**src/rtl/if_fetch.sv**
```systemverilog
// if_fetch -- instruction fetch stage.
// Issues word reads to instruction memory from a fetch PC, buffers the
// returned words with their PCs in a 2-entry FIFO and presents the head to
// ID with a valid/ready handshake. A redirect from EX flushes everything
// that was fetched on the old path and restarts fetching at the target.
// Optional build macro: IF_MISALIGN_EN -- adds the if_exc port and the
// S_EXC state that traps redirects to non word-aligned targets.
module if_fetch #(
   parameter int              PC_W     = 10,
   parameter logic [PC_W-1:0] RESET_PC = '0
) (
   input  logic            clk,
   input  logic            rst,
   output logic            inst_ce,
   output logic [PC_W-1:0] inst_addr,
   input  logic [31:0]     inst_rdata,
   input  logic            redir_valid,
   input  logic [PC_W-1:0] redir_pc,
   output logic            if_valid,
   input  logic            id_ready,
   output logic [PC_W-1:0] if_pc,
   output logic [31:0]     if_inst
`ifdef IF_MISALIGN_EN
   ,
   output logic            if_exc
`endif
);

   localparam logic [1:0] S_IDLE = 2'd0;
   localparam logic [1:0] S_RUN  = 2'd1;
`ifdef IF_MISALIGN_EN
   localparam logic [1:0] S_EXC  = 2'd2;
`endif
   localparam int DEPTH = 2;

   logic [1:0]      state_reg;
   logic [PC_W-1:0] fpc_reg;
   logic            inflight_reg;
   logic [PC_W-1:0] inflight_pc_reg;
   logic [PC_W-1:0] fifo_pc_mem   [DEPTH];
   logic [31:0]     fifo_inst_mem [DEPTH];
   logic            rd_ptr_reg;
   logic            wr_ptr_reg;
   logic [1:0]      count_reg;

   logic [PC_W-1:0] redir_target;
   logic            fifo_valid;
   logic            pop;
   logic            push;
   logic            credit;
   logic            issue;

`ifdef IF_MISALIGN_EN
   assign redir_target = redir_pc;
`else
   // Without the trap, the low address bits of a redirect are simply ignored.
   logic [1:0] unused_redir_lsbs;
   assign unused_redir_lsbs = redir_pc[1:0];
   assign redir_target      = {redir_pc[PC_W-1:2], 2'b00};
`endif

   // Handshake and flow control. A new request may only go out if the FIFO
   // is guaranteed a free slot when its response comes back next cycle.
   assign fifo_valid = (count_reg != 2'd0);
   assign if_valid   = !rst && fifo_valid;
   assign pop        = if_valid && id_ready;
   assign credit     = ({1'b0, count_reg} + {2'b00, inflight_reg}) < (3'd2 + {2'b00, pop});
   // No request during a redirect: it would be on the discarded path anyway.
   assign issue      = !rst && !redir_valid && (state_reg == S_RUN) && credit;
   // The response of the previous cycle's request is dropped on a redirect.
   assign push       = inflight_reg && !redir_valid;

   assign inst_ce    = issue;
   assign inst_addr  = rst ? RESET_PC : fpc_reg;
   // Empty FIFO shows zeros, which ID decodes as a no-op.
   assign if_pc      = if_valid ? fifo_pc_mem[rd_ptr_reg]   : '0;
   assign if_inst    = if_valid ? fifo_inst_mem[rd_ptr_reg] : 32'd0;

`ifdef IF_MISALIGN_EN
   assign if_exc     = !rst && (state_reg == S_EXC);
`endif

   // Control state: FSM, fetch PC, in-flight tracking and FIFO pointers.
   always_ff @(posedge clk) begin
      if (rst) begin
         state_reg       <= S_IDLE;
         fpc_reg         <= RESET_PC;
         inflight_reg    <= 1'b0;
         inflight_pc_reg <= RESET_PC;
         rd_ptr_reg      <= 1'b0;
         wr_ptr_reg      <= 1'b0;
         count_reg       <= 2'd0;
      end else begin
         inflight_reg <= issue;
         if (issue) begin
            inflight_pc_reg <= fpc_reg;
         end
         if (redir_valid) begin
            // Redirect overrides everything: flush and restart at the target.
            fpc_reg    <= redir_target;
            rd_ptr_reg <= 1'b0;
            wr_ptr_reg <= 1'b0;
            count_reg  <= 2'd0;
`ifdef IF_MISALIGN_EN
            state_reg  <= (redir_pc[1:0] != 2'b00) ? S_EXC : S_RUN;
`else
            state_reg  <= S_RUN;
`endif
         end else begin
            case (state_reg)
               S_IDLE: state_reg <= S_RUN;
               S_RUN: begin
                  // Wraps silently at the top of the PC space.
                  if (issue) begin
                     fpc_reg <= fpc_reg + PC_W'(4);
                  end
               end
`ifdef IF_MISALIGN_EN
               S_EXC: state_reg <= S_EXC;
`endif
               default: state_reg <= S_IDLE;
            endcase
            if (push) begin
               wr_ptr_reg <= ~wr_ptr_reg;
            end
            if (pop) begin
               rd_ptr_reg <= ~rd_ptr_reg;
            end
            count_reg <= count_reg + {1'b0, push} - {1'b0, pop};
         end
      end
   end

   // FIFO storage: each slot captures the returning word with the PC it was
   // requested from. Contents need no reset; validity comes from count_reg.
   genvar gi;
   generate
      for (gi = 0; gi < DEPTH; gi++) begin : g_entry
         // Write slot gi when it is the current write target.
         always_ff @(posedge clk) begin
            if (!rst && push && (wr_ptr_reg == 1'(gi))) begin
               fifo_pc_mem[gi]   <= inflight_pc_reg;
               fifo_inst_mem[gi] <= inst_rdata;
            end
         end
      end
   endgenerate

endmodule
```
**config.mk**
```make
export PLATFORM = sky130hd
export DESIGN_NAME = if_fetch
export DESIGN_NICKNAME = d
export VERILOG_FILES = /design/src/rtl/if_fetch.sv
export SDC_FILE = /design/constraint.sdc
export NUM_CORES = 1
export LEC_CHECK = 0
export CAP_MARGIN = 20
export CORE_AREA = 2 2 93 95
export CTS_CLUSTER_DIAMETER = 100
export DETAILED_ROUTE_END_ITERATION = 8
export DIE_AREA = 0 0 95 97
export PLACE_DENSITY_LB_ADDON = 0.05
export SLEW_MARGIN = 10
export SYNTH_ARGS = -nofsm -noshare
export SYNTH_HDL_FRONTEND = slang
export SYNTH_SLANG_ARGS = --single-unit
```
**constraint.sdc**
```tcl
create_clock -name clk -period 4.7 [get_ports clk]
set_input_delay 0.705 -clock clk [delete_from_list [all_inputs] [get_ports clk]]
set_output_delay 0.705 -clock clk [all_outputs]
set_load 0.01 [all_outputs]
```
Yosys cells after proc, flatten, opt, wreduce, memory -nomap -nowiden

Memories as Yosys holds them, arrays and structs flattened. A register that Yosys moved wholly into a read port is not among the register bits.
Cells that the tools add are included.

Flip-flop bits (word level): 27
Latch bits: 0
Memory bits (writable): 84
Bits in read-only memories: 0
Output and inout bits: 54
Word-level logic and storage cells: 63
Memories: 2

Memories:

| name          | words | bits a word | rd ports | clocked after memory_dff | wr ports | RTL line | source |
|---|---|---|---|---|---|---|---|
| fifo_inst_mem | 2     | 32          | 1        | 1                        | 1        | 41       | `logic [31:0] fifo_inst_mem [DEPTH];` |
| fifo_pc_mem   | 2     | 10          | 1        | 1                        | 1        | 40       | `logic [PC_W-1:0] fifo_pc_mem [DEPTH];` |

Add/subtract/negate cells: 5
Multiply operators: 0
Divide/modulo/power cells: 0
$lt $le $gt $ge: 1
Equal/unequal tests: 2
Shift-type cells: 0
Mux-type cells: 22
Bitwise operators: 2
Reduce and logical (&&, ||, !) cells: 20

Operators with widths:

| cell                                                             | number |
|---|---|
| 32-bit 2-to-1 mux                                                | 2 |
| 10-bit 2-to-1 mux                                                | 6 |
| 32-bit OR reduction                                              | 1 |
| 1-bit 2-to-1 mux                                                 | 13 |
| 10-bit by 3-bit adder with 10-bit output (second input constant) | 1 |
| 10-bit OR reduction                                              | 1 |
| 1-bit logical AND                                                | 9 |
| 2-bit nonzero test                                               | 3 |
| 2-bit case mux with 2 select lines                               | 1 |
| 2-bit AND reduction                                              | 2 |
| 2-bit by 1-bit adder with 3-bit output                           | 1 |
| 2-bit by 1-bit adder with 3-bit output (first input constant)    | 1 |
| 3-bit < comparator                                               | 1 |
| 2-bit by 1-bit adder with 2-bit output                           | 1 |
| 2-bit by 1-bit == test with 1-bit output (second input constant) | 1 |
| 1-bit logical NOT                                                | 2 |
| 2-bit logical NOT                                                | 1 |
| 2-bit != test (second input constant)                            | 1 |
| 1-bit NOT                                                        | 2 |
| 2-bit OR reduction                                               | 1 |
| 2-bit by 1-bit subtractor with 2-bit output                      | 1 |

Depth between registers and ports, before layout

Gate-level depths: netlist of the first run.

Depth after elaboration: 9
Mapped depth: 9
Gate-level depth less buffers: 9

Worst setup path before layout of the first run

No wires, ideal clock.

Path kind: input port to flip-flop
Start point: input port redir_valid
End point: memory fifo_inst_mem[0][0], enable pin
Setup time: 437 ps
Arrival: 2717 ps
Setup slack: 1546 ps
Stages: 4
Path buffers: 1
Cell sequence: buf_6 nor2_4 nand2_1 nor2_1

Longest elaborated chain between the ends: 8
Elaborated cells between the ends (all ways): 12
Classes of those cells: mux: 6; reduce/logical: 6

RTL lines:

| item                                   | RTL line | source |
|---|---|---|
| from (decl)                            | 17       | `input logic redir_valid,` |
| 1-bit logical NOT (*)                  | 71       | `assign push = inflight_reg && !redir_valid;` |
| 1-bit logical AND (*)                  | 71       |  |
| 1-bit logical AND (*)                  | 141      | `if (!rst && push && (wr_ptr_reg == 1'(gi))) begin` |
| 1-bit logical AND                      | 141      |  |
| 1-bit 2-to-1 mux                       | 141      |  |
| 1-bit 2-to-1 mux (not written as such) | 143      | `fifo_inst_mem[gi] <= inst_rdata;` |
| 32-bit OR reduction (no source line)   | -        |  |
| 1-bit 2-to-1 mux (no source line)      | -        |  |
| to (decl)                              | 41       |  |

Every way passes the cells marked *; elsewhere a longest branch is shown, timed or not.

Worst setup path in the final report of the first run

Start point: input port redir_valid
End point: output port inst_ce

Longest elaborated chain between the ends: 4

RTL lines:

| item                           | RTL line | source |
|---|---|---|
| 1-bit logical NOT              | 69       | `assign issue = !rst && !redir_valid && (state_reg == S_RUN) && credit;` |
| 1-bit logical AND (3 in a row) | 69       |  |
| to (decl)                      | 14       | `output logic inst_ce,` |

Every way passes these cells.

==> results of run 1 <==
==> layer usage <==
metal	up-vias	routed length (µm)	GRT usage	part of all wire
met5	-	0	0	0
met4	0	123	0.07358	0.016
met3	12	399	0.02882	0.051
met2	84	3829	0.2902	0.49
met1	1294	3431	0.2282	0.44
li1	1320	-	-	-
==> metrics by stage <==
step / power, mW / worst slack (ns) / cell area, µm²
3_5_place_dp: 1.115 / 1.190 / 5258
4_1_cts: 1.585 / 1.179 / 5420
5_1_grt: 1.631 / 1.061 / 5448
6_report: 1.578 / 1.177 / 5448
2_1_floorplan: 1.060 / 1.546 / 4285
3_3_place_gp: 1.112 / 1.210 / 5258
==> kinds of logic (layout without fill, tap and decap cells) <==
group / after synthesis / in the layout / synth area share
xor+xnor: 5 / 5 / 0.01025
fa+ha+maj: 5 / 5 / 0.01464
mux: 40 / 40 / 0.09368
simple gates: 96 / 96 / 0.1118
other cells: 1 / 4 / 0.0008774
buf+inv: 28 / 119 / 0.03659
flops: 103 / 103 / 0.6698
compound gates: 37 / 37 / 0.06236
==> placed cells by master (no fill, tap or decap), types with 2 or more instances in the layout <==
cell / netlist / layout
a21oi_1: 11 / 11
o21ai_0: 9 / 9
xnor2_1: 3 / 3
xor2_1: 2 / 2
nor2_1: 48 / 47
nand3_1: 10 / 10
o311ai_1: 2 / 2
conb_1: 1 / 4
mux2i_1: 40 / 40
clkbuf_8: 0 / 9
o21a_1: 2 / 2
a32oi_1: 2 / 2
inv_1: 7 / 7
nor3_1: 2 / 2
nor2_4: 1 / 2
nor2b_1: 10 / 10
nand2_1: 9 / 9
clkinv_2: 0 / 2
nand2b_1: 2 / 2
o311ai_0: 2 / 2
buf_4: 4 / 3
or2_1: 2 / 2
edfxtp_1: 80 / 80
dfxtp_1: 23 / 22
ha_1: 5 / 5
and2_1: 3 / 3
clkdlybuf4s50_1: 0 / 93
==> cell type report <==
class	count	area, µm²
Clock inverter	5	35.03
Multi-Input combinational cell	187	1282
Timing Repair Buffer	97	980.9
Tap cell	105	131.4
Inverter	7	26.28
Clock buffer	10	127.6
Sequential cell	103	2864
Fill cell	597	2686
==> worst paths after layout <==
kind | end | slack [ns] | depth (start not counted)
max | inst_ce | 1.18 | 6
min | fifo_pc_mem[1][2] | 0.45 | 0
max reg2reg | count_reg[1] | 2.50 | 9
min reg2reg | fifo_pc_mem[1][2] | 0.45 | 0
==> power by group <==
group | leakage (nW) | switching (mW) | internal, mW
Combinational | 0.773 | 0.0408 | 0.0564
Clock | 0.0825 | 0.292 | 0.191
Sequential | 0.921 | 0.00933 | 0.988
Total | 1.78 | 0.342 | 1.24
==> results.yml, run 1 <==
drt:
  wl_per_cell_um: 15.14
  wl_mm: 7.784
  drc_errors: 0
  route.antenna.remaining_nets: 0
  drt-vias-per-instance: 5.272
  drt_pre_antenna_iters: 4
  routed-via-count: 2710
  drt-initial-drc-count: 83
logic_synthesis:
  yosysMostFrequentCell: "edfxtp_1"
  synth-edff-count: 80
  synth.cells.most_frequent: "80 x edfxtp_1, 48 x nor2_1, 40 x mux2i_1"
  synth.lib_cells_used.distinct: 48
  synth-main-ff-cell: "edfxtp_1"
  synth.cell_area_um2: 4274
  ys_seq_area_frac: 0.6698
  yosys_register_bits: 103
  synthesis.yosys.warnings: 0
  synth_top_area_cell: "edfxtp_1"
  synthCells: 315
  netlist.area_leader.share: 0.5621
  synth.area.top_cells: "edfxtp_1 56%, dfxtp_1 11%, mux2i_1 9.4%, nor2_1 4.2%, ha_1 1.5%"
  synth_async_sr_flop_share: 0
  postSynthAreaPerCell_um2: 13.57
critical_path:
  cp-end-kind: "output pin"
  cp.arrival_ns: 2.82
  crit_family: "buffers and inverters"
  critPathBufInv: 3
  cp_slowest_cell: "clkdlybuf4s50_1"
  criticalPathCategory: "input port to output pin"
  worstReg2RegStart: "count_reg[1]"
  timing.critical_path.slowest_cell_delay_ns: 0.62
  highest_fanout_seen_on_the_critical_path: 12
  critical_path.cell_chain: "clkdlybuf4s50_1, or2_1, nor2_8, nand2_2, inv_1, clkdlybuf4s50_1"
  critPathMostFrequentCell: "clkdlybuf4s50_1"
  setup.worst_path.start: "redir_valid"
  critPathLaunchType: "input port"
  cp_data_required_time_ns: 3.99
worst_hold_path:
  hold_path.startpoint: "inflight_pc_reg[2]"
  min_path_type: "register to register"
cells_and_area:
  regMostFlops: "fifo_inst_mem"
  post_route_cells_drive_above_1_share: 0.07335
  design.final.nets: 456
  largestRegisters: "fifo_inst_mem: 64 flops, fifo_pc_mem: 16 flops"
  final_cell_utilization_of_the_core: 0.6697
  syn_to_final_growth_pct: 27.46
  finalNonFillerCells: 514
  largest_reg_flops: 64
  diodes: 0
sta:
  totalNegativeSetupSlack_ns: 0
  timing.final.setup_violations: 0
  final.min_clock_period_ns: 3.523
  worst_slack_on_hold_paths_ns: 0.4511
  max_freq_mhz: 283.8
  final.setup_skew_ns: 0.009369
  grt_setup_unrepaired: "no"
  post-route-period-util: 0.7496
  timing.final.hold_violations: 0
  maxSlewViolCount: 0
  worstMarginPinSlew_ns: 0.9463
  timing.slew.headroom: 0.3692
die:
  die_area_um2: 9215
  die_w_um: 95
  floorplan.die.height_um: 97
  effective_utilization_at_floorplan: 0.5255
  floorplan.core_area_um2: 8134
  design.portCount: 100
  rows: 33
pwr:
  vdd.ir_drop.worst_uv: 163.2
  power.static_leakage_nw: 1.777
  power-per-cell-area_nw_per_um2: 289.6
clock_tree:
  post_cts.repair.setup_buffers: 0
  cts.sink_count: 103
  clock_pin_slew_of_the_registers_on_the_worst_case_setup_and_hold_paths_ns: 0.10
  cts.repair.resized: 0
  max-clock-path-buffers: 2
  tritoncts: "yes"
  cell_at_the_root_of_the_clock_tree: "clkbuf_8"
  clock_latency_reported_for_the_late_side_of_the_worst_skew_pair_ns: 0.36
  cts.hold.buffers_added: 0
  cts-buffers-inserted: 9
  cts_htree_levels: 3
global_route:
  global_route.overflow_total: 0
  overall_fraction_of_global_route_tracks_in_use: 0.1756
  vias_in_the_first_global_route: 2609
  antenna_found_initial: 0
  grt_max_degree: 43
  first_pass_grt_wire_length_mm: 12.48
placed_design:
  port-buffer-count: 93
  detailed_place_hpwl_mm: 5.076
  number_of_placed_instances_with_taps_included: 498
  gp_routability_congestion: 0.8570
run_status:
  run_status: "completed"
flow_run:
  drv_cap: 0
(Power assumes the default switching activity.)
==> run 2: changes to the inputs <==
--- a/config.mk
+++ b/config.mk
@@ -6,10 +6,10 @@
 export NUM_CORES = 1
 export LEC_CHECK = 0
 export CAP_MARGIN = 20
-export CORE_AREA = 2 2 93 95
+export CORE_AREA = 2 2 101 103
 export CTS_CLUSTER_DIAMETER = 100
 export DETAILED_ROUTE_END_ITERATION = 8
-export DIE_AREA = 0 0 95 97
+export DIE_AREA = 0 0 103 105
 export PLACE_DENSITY_LB_ADDON = 0.05
 export SLEW_MARGIN = 10
 export SYNTH_ARGS = -nofsm -noshare
==> constraint.sdc (replaced) <==
create_clock -name clk -period 3.08 [get_ports clk]
set_input_delay 0.462 -clock clk [delete_from_list [all_inputs] [get_ports clk]]
set_output_delay 0.462 -clock clk [all_outputs]
set_load 0.01 [all_outputs]
==> results.yml, run 2 (synthesized netlist as in run 1, its figures left out) <==
drt:
  route.antenna.remaining_nets: 0
  met3_wirelength_um: 398
  drc_errors: 0
  wl_met2_mm: 4.012
  drt-vias-per-instance: 4.991
  wl_mm: 8.125
  drt-initial-drc-count: 92
  drt_pre_antenna_iters: 4
  wl_met1_mm: 3.620
  wl_per_cell_um: 14.83
  top_layer: "met4"
  routed-via-count: 2735
sta:
  timing.slew.headroom: 0.5423
  grt_setup_unrepaired: "no"
  totalNegativeSetupSlack_ns: 0
  worstMarginPinSlew_ns: 0.6847
  max_freq_mhz: 373.4
  final.setup_skew_ns: 0.008244
  final.min_clock_period_ns: 2.678
  timing.final.setup_violations: 0
  timing.final.hold_violations: 0
  maxSlewViolCount: 0
  post-route-period-util: 0.8695
critical_path:
  critPathMostFrequentCell: "ha_1"
  cp_slowest_cell: "clkdlybuf4s50_1"
  cp-end-kind: "output pin"
  critPathLaunchType: "register"
  reg2reg_setup_slack_ns: 0.75
  criticalPathCategory: "register to output pin"
  timing.critical_path.slowest_cell_delay_ns: 0.53
  highest_fanout_seen_on_the_critical_path: 5
  cp.arrival_ns: 2.22
  critical_path.cell_chain: "ha_1, ha_1, nand2b_2, nor2_8, nand2_2, inv_1, clkdlybuf4s50_1"
  cp_data_required_time_ns: 2.62
cells_and_area:
  design.final.nets: 461
  regMostFlops: "fifo_inst_mem"
  syn_to_final_growth_pct: 30.06
  commonest_non_fill_non_tap_cell_in_the_layout: "clkdlybuf4s50_1"
  num-fill-cells: 845
  final_area_um2: 5559
  largest_reg_flops: 64
  largestRegisters: "fifo_inst_mem: 64 flops, fifo_pc_mem: 16 flops"
  post_route_cells_drive_above_1_share: 0.08434
  layout_common_cells: "93 x clkdlybuf4s50_1, 80 x edfxtp_1, 47 x nor2_1"
  diodes: 0
die:
  die_area_um2: 10820
  die_w_um: 103
  floorplan.core_area_um2: 9639
  floorplan.die.height_um: 105
  effective_utilization_at_floorplan: 0.4434
  design.portCount: 100
  rows: 36
pwr:
  power-per-cell-area_nw_per_um2: 437.2
  vdd.ir_drop.worst_uv: 185.3
  power.static_leakage_nw: 1.812
run_status:
  run_status: "completed"
clock_tree:
  cts_htree_levels: 3
  clock_pin_slew_of_the_registers_on_the_worst_case_setup_and_hold_paths_ns: 0.10
  tritoncts: "yes"
  cts.sink_count: 103
  max-clock-path-buffers: 2
  cts.hold.buffers_added: 0
  clock_latency_reported_for_the_late_side_of_the_worst_skew_pair_ns: 0.36
  post_cts.repair.setup_buffers: 0
  cts.repair.resized: 0
  cell_at_the_root_of_the_clock_tree: "clkbuf_8"
  cts-buffers-inserted: 9
global_route:
  vias_in_the_first_global_route: 2722
  first_pass_grt_wire_length_mm: 12.96
  grt_max_degree: 41
  antenna_found_initial: 0
  global_route.overflow_total: 0
  overall_fraction_of_global_route_tracks_in_use: 0.1538
placed_design:
  post_dp_cell_area_um2: 5388
  detailed_place_hpwl_mm: 5.345
  gp_routability_congestion: 0.8188
  port-buffer-count: 93
flow_run:
  drv_cap: 0
worst_hold_path:
  min_path_type: "register to register"
## run 2: changes by cell type in the layout (fill, tap and decap cells not counted), sizes merged
cell	delta
buf	+5
clkinv	+1
clkinvlp	-1
inv	+1
## run 2: final timing paths
path,cells after the start,from,endpoint
min reg2reg,0,inflight_pc_reg[6],fifo_pc_mem[1][6]
max,7,inflight_reg,inst_ce
max reg2reg,9,count_reg[1],count_reg[1]
min,0,inflight_pc_reg[6],fifo_pc_mem[1][6]
## run 2: critical path, delay by kind of cell (launching register included)
kind | cells | cell delay, ns
DFF | 1 | 0.36
buffers and inverters | 2 | 0.61
adders and majority gates | 2 | 0.40
and+or+nand+nor | 3 | 0.48
## run 2: final cells by class
class / instances / area (µm²) / area share
sequential: 103 / 2864 / 0.5152
multi-input combinational: 187 / 1282 / 0.2307
timing repair buffer: 102 / 1049 / 0.1886
tap: 133 / 166.4 / 0.02993
clock buffer: 10 / 127.6 / 0.02296
clock inverter: 6 / 43.79 / 0.007878
inverter: 7 / 26.28 / 0.004727
## run 2: metrics by stage
| step | setup slack [ns] | utilization | hold slack [ns] | std cells | total power, mW |
|---|---|---|---|---|---|
| finish | 0.4018 | 0.5767 | 0.4443 | 548 | 2.430 |
| global route | 0.2689 | 0.5767 | 0.4508 | 548 | 2.522 |
| CTS | 0.3817 | 0.5767 | 0.4458 | 548 | 2.452 |
| detailed placement | 0.4143 | 0.5589 | 0.4301 | 532 | 1.708 |
| global placement | 0.4341 | 0.5589 | 0.4261 | 532 | 1.704 |
| floorplan | 0.1686 | - | 0.4192 | 318 | 1.617 |
## run 2: metal layers
metal  up-vias  track usage
met3        11      0.03211
met4         0      0.04699
met5         -            0
met2        83       0.2574
met1      1320       0.1988
li1       1321            -
## run 2: where the power goes
| part | switching (mW) | total (mW) | leakage [nW] | internal, mW |
|---|---|---|---|---|
| Combinational | 0.0643 | 0.153 | 0.802 | 0.0891 |
| Clock | 0.456 | 0.755 | 0.0887 | 0.299 |
| Sequential | 0.0141 | 1.52 | 0.921 | 1.51 |
==> run 3: changes to the inputs <==
--- a/config.mk
+++ b/config.mk
@@ -6,10 +6,10 @@
 export NUM_CORES = 1
 export LEC_CHECK = 0
 export CAP_MARGIN = 20
-export CORE_AREA = 2 2 101 103
+export CORE_AREA = 2 2 77 115
 export CTS_CLUSTER_DIAMETER = 100
 export DETAILED_ROUTE_END_ITERATION = 8
-export DIE_AREA = 0 0 103 105
+export DIE_AREA = 0 0 79 117
 export PLACE_DENSITY_LB_ADDON = 0.05
 export SLEW_MARGIN = 10
 export SYNTH_ARGS = -nofsm -noshare
==> constraint.sdc (replaced) <==
create_clock -name clk -period 3.1 [get_ports clk]
set_input_delay 0.465 -clock clk [delete_from_list [all_inputs] [get_ports clk]]
set_output_delay 0.465 -clock clk [all_outputs]
set_load 0.01 [all_outputs]
==> results.yml, run 3 (synthesized netlist as in run 1, its figures left out) <==
die:
  design.portCount: 100
  die_area_um2: 9243
  floorplan.die.height_um: 117
  rows: 41
  floorplan.core_area_um2: 8310
  effective_utilization_at_floorplan: 0.5143
  die_w_um: 79
critical_path:
  highest_fanout_seen_on_the_critical_path: 12
  critical_path.cell_chain: "ha_1, ha_1, nand2b_2, nor2_8, nand2_2, inv_1, clkdlybuf4s50_1"
  critical_path_depth: 7
  cp.arrival_ns: 2.37
  cp_data_required_time_ns: 2.63
  critPathMostFrequentCell: "ha_1"
  timing.critical_path.slowest_cell_delay_ns: 0.53
  reg2reg_setup_slack_ns: 1.07
  criticalPathCategory: "register to output pin"
  r2r_end: "fpc_reg[7]"
  cp-end-kind: "output pin"
  worstReg2RegStart: "inflight_reg"
  critPathBufInv: 2
  rr_worst_depth: 6
  critPathLaunchType: "register"
  cp_slowest_cell: "clkdlybuf4s50_1"
  crit_family: "simple AND/OR/NAND/NOR gates"
placed_design:
  detailed_place_hpwl_mm: 5.323
  number_of_placed_instances_with_taps_included: 507
  port-buffer-count: 93
  post_dp_cell_area_um2: 5338
  gp_routability_congestion: 0.8495
drt:
  wl_per_cell_um: 15.31
  drt_pre_antenna_iters: 5
  routed-via-count: 2693
  drt-initial-drc-count: 191
  drt-vias-per-instance: 5.149
  route.antenna.remaining_nets: 0
  drc_errors: 0
  wl_mm: 8.005
clock_tree:
  cell_at_the_root_of_the_clock_tree: "clkbuf_16"
  cts-buffers-inserted: 9
  max-clock-path-buffers: 2
  cts_htree_levels: 3
  cts.sink_count: 103
  clock_pin_slew_of_the_registers_on_the_worst_case_setup_and_hold_paths_ns: 0.07
  cts.hold.buffers_added: 0
  post_cts.repair.setup_buffers: 0
  clock_latency_reported_for_the_late_side_of_the_worst_skew_pair_ns: 0.34
  cts.repair.resized: 0
  tritoncts: "yes"
sta:
  final.setup_skew_ns: 0.005313
  totalNegativeSetupSlack_ns: 0
  post-route-period-util: 0.9161
  max_freq_mhz: 352.1
  timing.final.setup_violations: 0
  timing.final.hold_violations: 0
  final.min_clock_period_ns: 2.840
  maxSlewViolCount: 0
  grt_setup_unrepaired: "no"
cells_and_area:
  post_route_cells_drive_above_1_share: 0.08654
  design.final.nets: 462
  largest_reg_flops: 64
  final_area_um2: 5645
  layout_common_cells: "93 x clkdlybuf4s50_1, 80 x edfxtp_1, 47 x nor2_1"
  regMostFlops: "fifo_inst_mem"
  diodes: 0
  syn_to_final_growth_pct: 32.08
  commonest_non_fill_non_tap_cell_in_the_layout: "clkdlybuf4s50_1"
  finalNonFillerCells: 523
  largestRegisters: "fifo_inst_mem: 64 flops, fifo_pc_mem: 16 flops"
global_route:
  vias_in_the_first_global_route: 2507
  antenna_found_initial: 0
  overall_fraction_of_global_route_tracks_in_use: 0.1792
  global_route.overflow_total: 0
  grt_max_degree: 42
  first_pass_grt_wire_length_mm: 12.31
pwr:
  vdd.ir_drop.worst_uv: 444.4
  power.static_leakage_nw: 1.872
  power-per-cell-area_nw_per_um2: 497.1
worst_hold_path:
  hold_path.startpoint: "inflight_pc_reg[7]"
  min_delay_endpoint: "fifo_pc_mem[1][7]"
  timing.hold.worst_path_depth: 0
  min_path_type: "register to register"
run_status:
  run_status: "completed"
flow_run:
  drv_cap: 0
run 3: changes by cell type in the layout (fill, tap and decap cells not counted):
cell / before / now
clkbuf_8: 9 / 0
clkinv_4: 2 / 1
inv_4: 0 / 1
buf_4: 5 / 8
bufinv_16: 0 / 1
buf_12: 4 / 2
clkbuf_16: 0 / 10
inv_6: 2 / 0
run 3: cell type report:
class / count / area, µm²
Clock buffer: 11 / 254.0
Clock inverter: 5 / 53.80
Fill cell: 657 / 2665
Inverter: 7 / 26.28
Multi-Input combinational cell: 187 / 1282
Sequential cell: 103 / 2864
Tap cell: 107 / 133.9
Timing Repair Buffer: 103 / 1031
run 3: per-layer routing:
metal / global-route usage / up-vias / share of wire
met5: 0 / - / 0
met3: 0.04908 / 6 / 0.043
li1: - / 1326 / -
met2: 0.3141 / 66 / 0.52
met4: 0.07586 / 0 / 0.014
met1: 0.2064 / 1295 / 0.42
run 3: how the worst max path moves through the flow:
stage	endpoint	from	slack [ns]
finish	inst_ce	inflight_reg	0.26
global route	inst_ce	inflight_reg	0.16
CTS	inst_ce	inflight_reg	0.27
detailed placement	if_inst[25]	rst	0.43
global placement	if_inst[29]	rst	0.45
floorplan	fifo_inst_mem[0][0]	redir_valid	0.19
run 3: per-stage QoR:
step	worst slack (ns)	utilization	hold WS [ns]	power, mW
after global routing	0.1587	0.6793	0.4712	2.900
after floorplan	0.1856	-	0.4192	1.607
final	0.2602	0.6793	0.4493	2.806
after global placement	0.4466	0.6423	0.4250	1.690
after detailed placement	0.4337	0.6423	0.4344	1.695
after CTS	0.2651	0.6793	0.4506	2.823
run 3: power breakdown:
group	internal [mW]	switching [mW]	total, mW
sequential	1.50	0.0139	1.51
clock	0.673	0.469	1.14
combinational	0.0876	0.0642	0.152
total	2.26	0.547	2.81
